==> src/rtl/chip_test_sequencer.sv <==
// chip_test_sequencer
//   Runs one chip test. It walks a vector ROM from address 0 and, for each
//   vector, drives the socket pins, waits a settle time, then samples the
//   pins and compares them. It reports pass/fail, a saturating mismatch
//   count and the first failing vector. The socket is released when the
//   test finishes or on reset.
//
// Ports
//   Clk, Reset      system clock; asynchronous active-low reset
//   Run             raw active-low push button; a falling edge starts a test
//   vec_addr        vector ROM address (ROM data is valid one clock later)
//   vec_drive_en    per-pin drive enable for the current vector
//   vec_drive_val   per-pin drive value for the current vector
//   vec_expect      per-pin expected level at sample time
//   vec_check       per-pin compare enable
//   vec_last        marks the final vector
//   pin_oe, pin_out tri-state enable and drive value per socket pin
//   pin_in          raw, asynchronous socket pin levels
//   busy, done      test in progress; test finished (held until next press)
//   pass            valid while done: no mismatching vector was seen
//   err_count       mismatching vectors, saturating at 255
//   fail_addr       address of the first mismatching vector
//   fail_pins       mismatch mask of the first mismatching vector
//   fsm_state       current FSM state, exposed for debug and checkers
//
// ROM timing: vec_addr is registered. The ROM returns the vector for
// vec_addr during the clock that follows FETCH, which is the APPLY state.
// There is no valid/ready handshake on this interface. The sequencer
// only samples vec_* in APPLY.
`timescale 1ns/1ps

module chip_test_sequencer #(
    parameter int NUM_PINS      = 16,
    parameter int ADDR_W        = 6,
    parameter int SETTLE_CYCLES = 50,
    parameter int STOP_ON_FAIL  = 0
) (
    input  logic                Clk,
    input  logic                Reset,
    input  logic                Run,
    output logic [ADDR_W-1:0]   vec_addr,
    input  logic [NUM_PINS-1:0] vec_drive_en,
    input  logic [NUM_PINS-1:0] vec_drive_val,
    input  logic [NUM_PINS-1:0] vec_expect,
    input  logic [NUM_PINS-1:0] vec_check,
    input  logic                vec_last,
    output logic [NUM_PINS-1:0] pin_oe,
    output logic [NUM_PINS-1:0] pin_out,
    input  logic [NUM_PINS-1:0] pin_in,
    output logic                busy,
    output logic                done,
    output logic                pass,
    output logic [7:0]          err_count,
    output logic [ADDR_W-1:0]   fail_addr,
    output logic [NUM_PINS-1:0] fail_pins,
    output logic [2:0]          fsm_state
);

    typedef enum logic [2:0] {
        IDLE   = 3'd0,
        FETCH  = 3'd1,
        APPLY  = 3'd2,
        SETTLE = 3'd3,
        SAMPLE = 3'd4,
        DONE   = 3'd5
    } state_t;

    // The counter counts down from SETTLE_CYCLES-1 to 0. That value always
    // fits in clog2(SETTLE_CYCLES) bits, because SETTLE_CYCLES is at least 3.
    localparam int CNT_W = $clog2(SETTLE_CYCLES);
    localparam logic [CNT_W-1:0] SETTLE_LOAD = CNT_W'(SETTLE_CYCLES - 1);

    state_t                state;
    logic   [CNT_W-1:0]    settle_cnt;
    logic   [2:0]          run_sync;
    logic   [NUM_PINS-1:0] pin_meta;
    logic   [NUM_PINS-1:0] pin_sync;
    logic   [NUM_PINS-1:0] exp_q;
    logic   [NUM_PINS-1:0] chk_q;
    logic                  last_q;
    logic                  press;
    logic   [NUM_PINS-1:0] mism;
    logic   [7:0]          err_next;
    logic                  finish;

    // Button and pin synchronizers. The button chain resets to 1, the
    // released level, so that leaving reset never looks like a press.
    always_ff @(posedge Clk or negedge Reset) begin
        if (!Reset) begin
            run_sync <= 3'b111;
            pin_meta <= '0;
            pin_sync <= '0;
        end else begin
            run_sync <= {run_sync[1:0], Run};
            pin_meta <= pin_in;
            pin_sync <= pin_meta;
        end
    end

    assign press    = run_sync[2] & ~run_sync[1];
    assign mism     = (pin_sync ^ exp_q) & chk_q;
    assign err_next = ((mism != '0) && (err_count != 8'hFF)) ? err_count + 8'd1 : err_count;
    // Stopping at the top address keeps the address from wrapping back to 0.
    assign finish   = last_q || (vec_addr == '1) || ((STOP_ON_FAIL != 0) && (mism != '0));
    assign fsm_state = state;

    always_ff @(posedge Clk or negedge Reset) begin
        if (!Reset) begin
            state      <= IDLE;
            settle_cnt <= '0;
            vec_addr   <= '0;
            pin_oe     <= '0;
            pin_out    <= '0;
            busy       <= 1'b0;
            done       <= 1'b0;
            pass       <= 1'b0;
            err_count  <= '0;
            fail_addr  <= '0;
            fail_pins  <= '0;
            exp_q      <= '0;
            chk_q      <= '0;
            last_q     <= 1'b0;
        end else begin
            case (state)
                IDLE, DONE: begin
                    if (press) begin
                        state     <= FETCH;
                        vec_addr  <= '0;
                        err_count <= '0;
                        fail_addr <= '0;
                        fail_pins <= '0;
                        done      <= 1'b0;
                        pass      <= 1'b0;
                        busy      <= 1'b1;
                    end
                end
                FETCH: state <= APPLY;
                APPLY: begin
                    // The pins change only here. They hold their values
                    // through the next FETCH, so there is no glitch between
                    // vectors.
                    pin_oe     <= vec_drive_en;
                    pin_out    <= vec_drive_val;
                    exp_q      <= vec_expect;
                    chk_q      <= vec_check;
                    last_q     <= vec_last;
                    settle_cnt <= SETTLE_LOAD;
                    state      <= SETTLE;
                end
                SETTLE: begin
                    if (settle_cnt == '0) begin
                        state <= SAMPLE;
                    end else begin
                        settle_cnt <= settle_cnt - 1'b1;
                    end
                end
                SAMPLE: begin
                    err_count <= err_next;
                    // An err_count of zero means this mismatch is the first one.
                    if ((mism != '0) && (err_count == 8'd0)) begin
                        fail_addr <= vec_addr;
                        fail_pins <= mism;
                    end
                    if (finish) begin
                        state   <= DONE;
                        pin_oe  <= '0;
                        pin_out <= '0;
                        busy    <= 1'b0;
                        done    <= 1'b1;
                        pass    <= (err_next == 8'd0);
                    end else begin
                        vec_addr <= vec_addr + 1'b1;
                        state    <= FETCH;
                    end
                end
                default: state <= IDLE;
            endcase
        end
    end

endmodule
==> config.mk <==
export PLATFORM = sky130hd
export DESIGN_NAME = chip_test_sequencer
export DESIGN_NICKNAME = d
export VERILOG_FILES = /design/src/rtl/chip_test_sequencer.sv
export SDC_FILE = /design/constraint.sdc
export NUM_CORES = 1
export LEC_CHECK = 0
export BUFFER_PORTS_ARGS = -buffer_cell sky130_fd_sc_hd__buf_2
export CORE_AREA = 8 8 98 135
export CTS_BUF_LIST = sky130_fd_sc_hd__clkbuf_4 sky130_fd_sc_hd__clkbuf_8 sky130_fd_sc_hd__clkbuf_16
export DETAILED_ROUTE_END_ITERATION = 6
export DIE_AREA = 0 0 106 143
export PLACE_DENSITY_LB_ADDON = 0.05
export SYNTH_ARGS = -nofsm -noshare
export SYNTH_HDL_FRONTEND = slang
export SYNTH_SLANG_ARGS = --single-unit
==> constraint.sdc <==
create_clock -name Clk -period 5.31 [get_ports Clk]
set_input_delay 1.062 -clock Clk [delete_from_list [all_inputs] [get_ports Clk]]
set_output_delay 1.062 -clock Clk [all_outputs]
set_load 0.1 [all_outputs]
==> results.txt <==
The TritonCTS buffer count was 17. After detailed routing, the number of remaining DRC violations is 0. The tree is rooted in a sky130_fd_sc_hd__clkbuf_16. The floorplan die width was 106 microns; the area of all sequential standard cells was 3707 sq um. The first global-routing pass estimated 23.88 mm of wire. The origin of the critical flop-to-flop path was vec_addr[0]. The worst relative slew slack was 13.66%. IR analysis of the VDD net gives a maximum drop of 576.9 uV. In this run the tool buffered the top-level ports with 157 buffer cells. Data arrives at the worst endpoint at 3.00 ns. Effective utilization at floorplan: 53.49%. Dividing the detail-routed via count by the number of cells gives 5.257. The multi-input combinational cells in the finished layout cover a total of 2121 sq um. Largest fanout on the critical path: 32. The worst setup path is launched from a flop.

The number of buffers and inverters on the critical path came out at 0. The share of synthesized area in the top cell type comes to 60.44%. For the final antenna-violating net count, the log shows 0. Clock-pin slew was measured on the worst setup and hold paths at 0.06 ns. The finished layout holds 844 standard cells, fillers aside. Traced cell by cell, the critical path runs through ha_1, a41oi_1, nor2_1, nor2_2, a22o_1. Counting distinct cell types in the post-synthesis netlist gives 48. Including well taps, the total number of placed cells is 812.

After the last flow step, the layout net total stands at 776. The average cell area after synthesis was 11.24 sq um. Sorting the synthesized cells by how often they occur yields 145 x sky130_fd_sc_hd__dfrtp_1, 128 x sky130_fd_sc_hd__nand2_1, 33 x sky130_fd_sc_hd__a22o_1. The clock tree synthesis step divided the H-tree into 4 levels. The tools report the element type at the critical path end as a flop.

The share of post-route cells with drive strength above 1 came out at 31.19%. After clock tree synthesis, the setup repair step added 0 buffers. The run gives 11220 sq um as the core area.

Detailed routing placed a total of 805 microns of wire on met3. Cells fill 66.27% of the core in the end. Broken down by cell family, the worst path's largest delay share belongs to simple AND/OR/NAND/NOR gates.

Highest signal layer in the routed design: met4. The tree built by TritonCTS fans out to 148 sinks. The flow ran to the end, and the final reports show no timing, DRC or antenna violations. For the worst setup path, the data required time is 5.65 ns.

Of the total synthesized cell area, the portion taken by XOR and XNOR cells is 3.647%. In this run the register-to-register setup slack is 2.65 ns. Relative to the synthesized area, the layout overhead comes to 23.88%.

Setup repair after global routing left no endpoint under its margin. Power spread over the standard cell area amounts to 587.0 nW/um^2. By instance count, the leading cell after synthesis is sky130_fd_sc_hd__dfrtp_1. The dominant register cell in the synthesized netlist is sky130_fd_sc_hd__dfrtp_1. The floorplan has 46 rows.

Based on the critical path, the design can be clocked at up to 0.3754 GHz. The run gives 2 as the worst-case clock buffer depth. For this design, the slowest cell found on the critical path is sky130_fd_sc_hd__nor2_2. The synthesized netlist occupies a cell area of 6003 sq um.

For the pin with the worst max-slew slack, the measured transition is 1.294 ns. Clock skew on the completed layout was measured at 0.008105 ns. Fill cells in the final layout number 938. The largest single stage delay on the critical path is 0.99 ns.

Summing the areas of all compound-gate instances in the mapped netlist gives 10.38% of the synthesized area. The number of cell instances on the worst register-to-register path came out at 5. The final-report max-slew violation count came out at 0.

Synthesis inferred 148 register bits. Summed over all failing endpoints, the final setup total negative slack is 0 ns. The hold path startpoint was pin_meta[8]. The total wire length was 14.46 mm; the fraction of the cycle the final worst path needs was 50.16%. The final estimated routing congestion in global placement is 0.8743.

For the overall routing resource usage, the log shows 19.85%. The worst hold path was traced through 0 stages. Met1 wire length: 6.028 mm. The average routed wire per standard cell was 17.13 microns; the number of global-route vias before repair was 4797.

The synthesized netlist devotes 15.49% of its cell area to simple gates. In this run, post-CTS hold repair placed 0 buffers. Yosys attributes the largest share of cell area to sky130_fd_sc_hd__dfrtp_1 60%, sky130_fd_sc_hd__nand2_1 8.0%, sky130_fd_sc_hd__a22o_1 4.8%.

TritonCTS built the clock tree. The total of endpoints with negative setup slack in the final report was 0; the post-synthesis adder-cell area fraction was 1.042%. The run gives 7.351 mm as the met2 routed wirelength. The run gives 107 as the largest net degree at the start of global routing. Multiplexer share of the synthesized area: 4.606%. The Yosys warning count is 0, and the sum of overflow across all layers after global routing is 0. For the clock latency reported for the late side of the worst-skew pair, the log shows 0.41 ns. The worst path in the final design needs a cycle of 2.664 ns, including I/O delays and setup. The die covers 15160 sq um.

The tools report the total count of hold-check failures in the final report as 0. For the initial antenna violation count, the log shows 1. The logs give 5 for the number of detailed-routing iterations run before antenna repair and 534 for the number of cells produced by synthesis. In this run, synthesis inferred 0 flip-flops with an integrated enable.

The tools report the top-level port count as 158. The tools report the half-perimeter wire length after placement as 9.991 mm. The worst hold path belongs to the class reg -> reg.

Sequential elements use 61.75% of the synthesized area. The height of the chip works out to 143 microns. Summed over all instances, the cell type with the most area after synthesis is sky130_fd_sc_hd__dfrtp_1.

Classification of the worst setup path: reg -> reg. The logs give 623 for the post-synth net total and 0 for the max-cap check violation count. The run gives 199 as the DRC violation total after the first TritonRoute iteration.

Largest family of logic cells by synthesized area: simple AND/OR/NAND/NOR gates. The path with the worst hold slack has its endpoint at pin_sync[8]. The worst register-to-register path ends at pin_oe[14]. The number of vias in the routed layout was 4437.

The post-cts resize count is 0, and the async set-or-reset flop fraction in the synthesized netlist is 100.0%. Summed over all cells, the static leakage comes to 3.908 nW.
## registers in the layout, indices dropped and copies added (netlist names)
name and count:
fsm_state 3, fail_addr 6, busy 1, pin_out 16, err_count 8, exp_q 16, pin_meta 16, pin_oe 16
run_sync 3, pin_sync 16, vec_addr 6, fail_pins 16, pass 1, settle_cnt 6, done 1, chk_q 16
last_q 1
## final cells by class
| class | count | share of cell area [%] |
|---|---|---|
| antenna | 1 | 0.03365 |
| tap | 144 | 2.423 |
| inverter | 15 | 0.7571 |
| multi-input combinational | 344 | 28.52 |
| timing repair buffer | 161 | 11.05 |
| clock buffer | 23 | 6.662 |
| sequential | 148 | 49.85 |
| clock inverter | 8 | 0.7066 |
## placed cells by master, fill, tap and decap left out, drive strengths merged, types with 4 or more instances in the layout
| cell type | count |
|---|---|
| nor2 | 27 |
| a22oi | 8 |
| clkinv | 6 |
| dfrtp | 145 |
| inv | 15 |
| a21oi | 5 |
| nand2 | 128 |
| nor3 | 7 |
| xnor2 | 7 |
| o21ai | 10 |
| nand3 | 12 |
| buf | 161 |
| a22o | 33 |
| and3 | 19 |
| clkbuf | 23 |
| mux2i | 7 |
| mux2 | 15 |
| nand4 | 4 |
| xor2 | 18 |
| ha | 5 |
## where the power goes
part           switching, mW  internal [mW]
logic                   1.29          0.377
registers              0.186           1.42
clock network          0.440          0.652
## routing by layer
| metal | vias to the layer above | GRT usage, % |
|---|---|---|
| li1 | 2124 | - |
| met4 | 0 | 8.699 |
| met2 | 145 | 31.70 |
| met5 | - | 0 |
| met3 | 23 | 5.638 |
| met1 | 2145 | 24.54 |
## worst max-delay path by stage
stage / endpoint / start / cells past startpoint / slack [ns]
floorplan: fail_pins[10] / fsm_state[2] / 6 / 2.65
global placement: pin_out[3] / vec_addr[0] / 5 / 2.88
detailed placement: pin_out[7] / vec_addr[0] / 5 / 2.69
CTS: pin_out[7] / vec_addr[0] / 5 / 2.68
global route: pin_out[14] / vec_addr[0] / 5 / 2.42
finish: pin_oe[14] / vec_addr[0] / 5 / 2.65
## metrics by stage
stage | setup slack, ns | total power, mW | cell area (sq um) | hold slack [ns]
after floorplan | 2.651 | 2.951 | 6003 | 0.3312
after global placement | 2.878 | 3.259 | 6887 | 0.3334
after detailed placement | 2.691 | 3.297 | 6887 | 0.3358
after CTS | 2.681 | 4.408 | 7435 | 0.3488
after global routing | 2.420 | 4.597 | 7437 | 0.3501
final | 2.646 | 4.366 | 7437 | 0.3456
## logic make-up after synthesis
logic type | Yosys count
buf+inv | 42
xor+xnor | 25
flops | 148
compound gates | 79
simple gates | 213
fa+ha+maj | 5
mux | 22
Power figures use the tool's default switching activity.
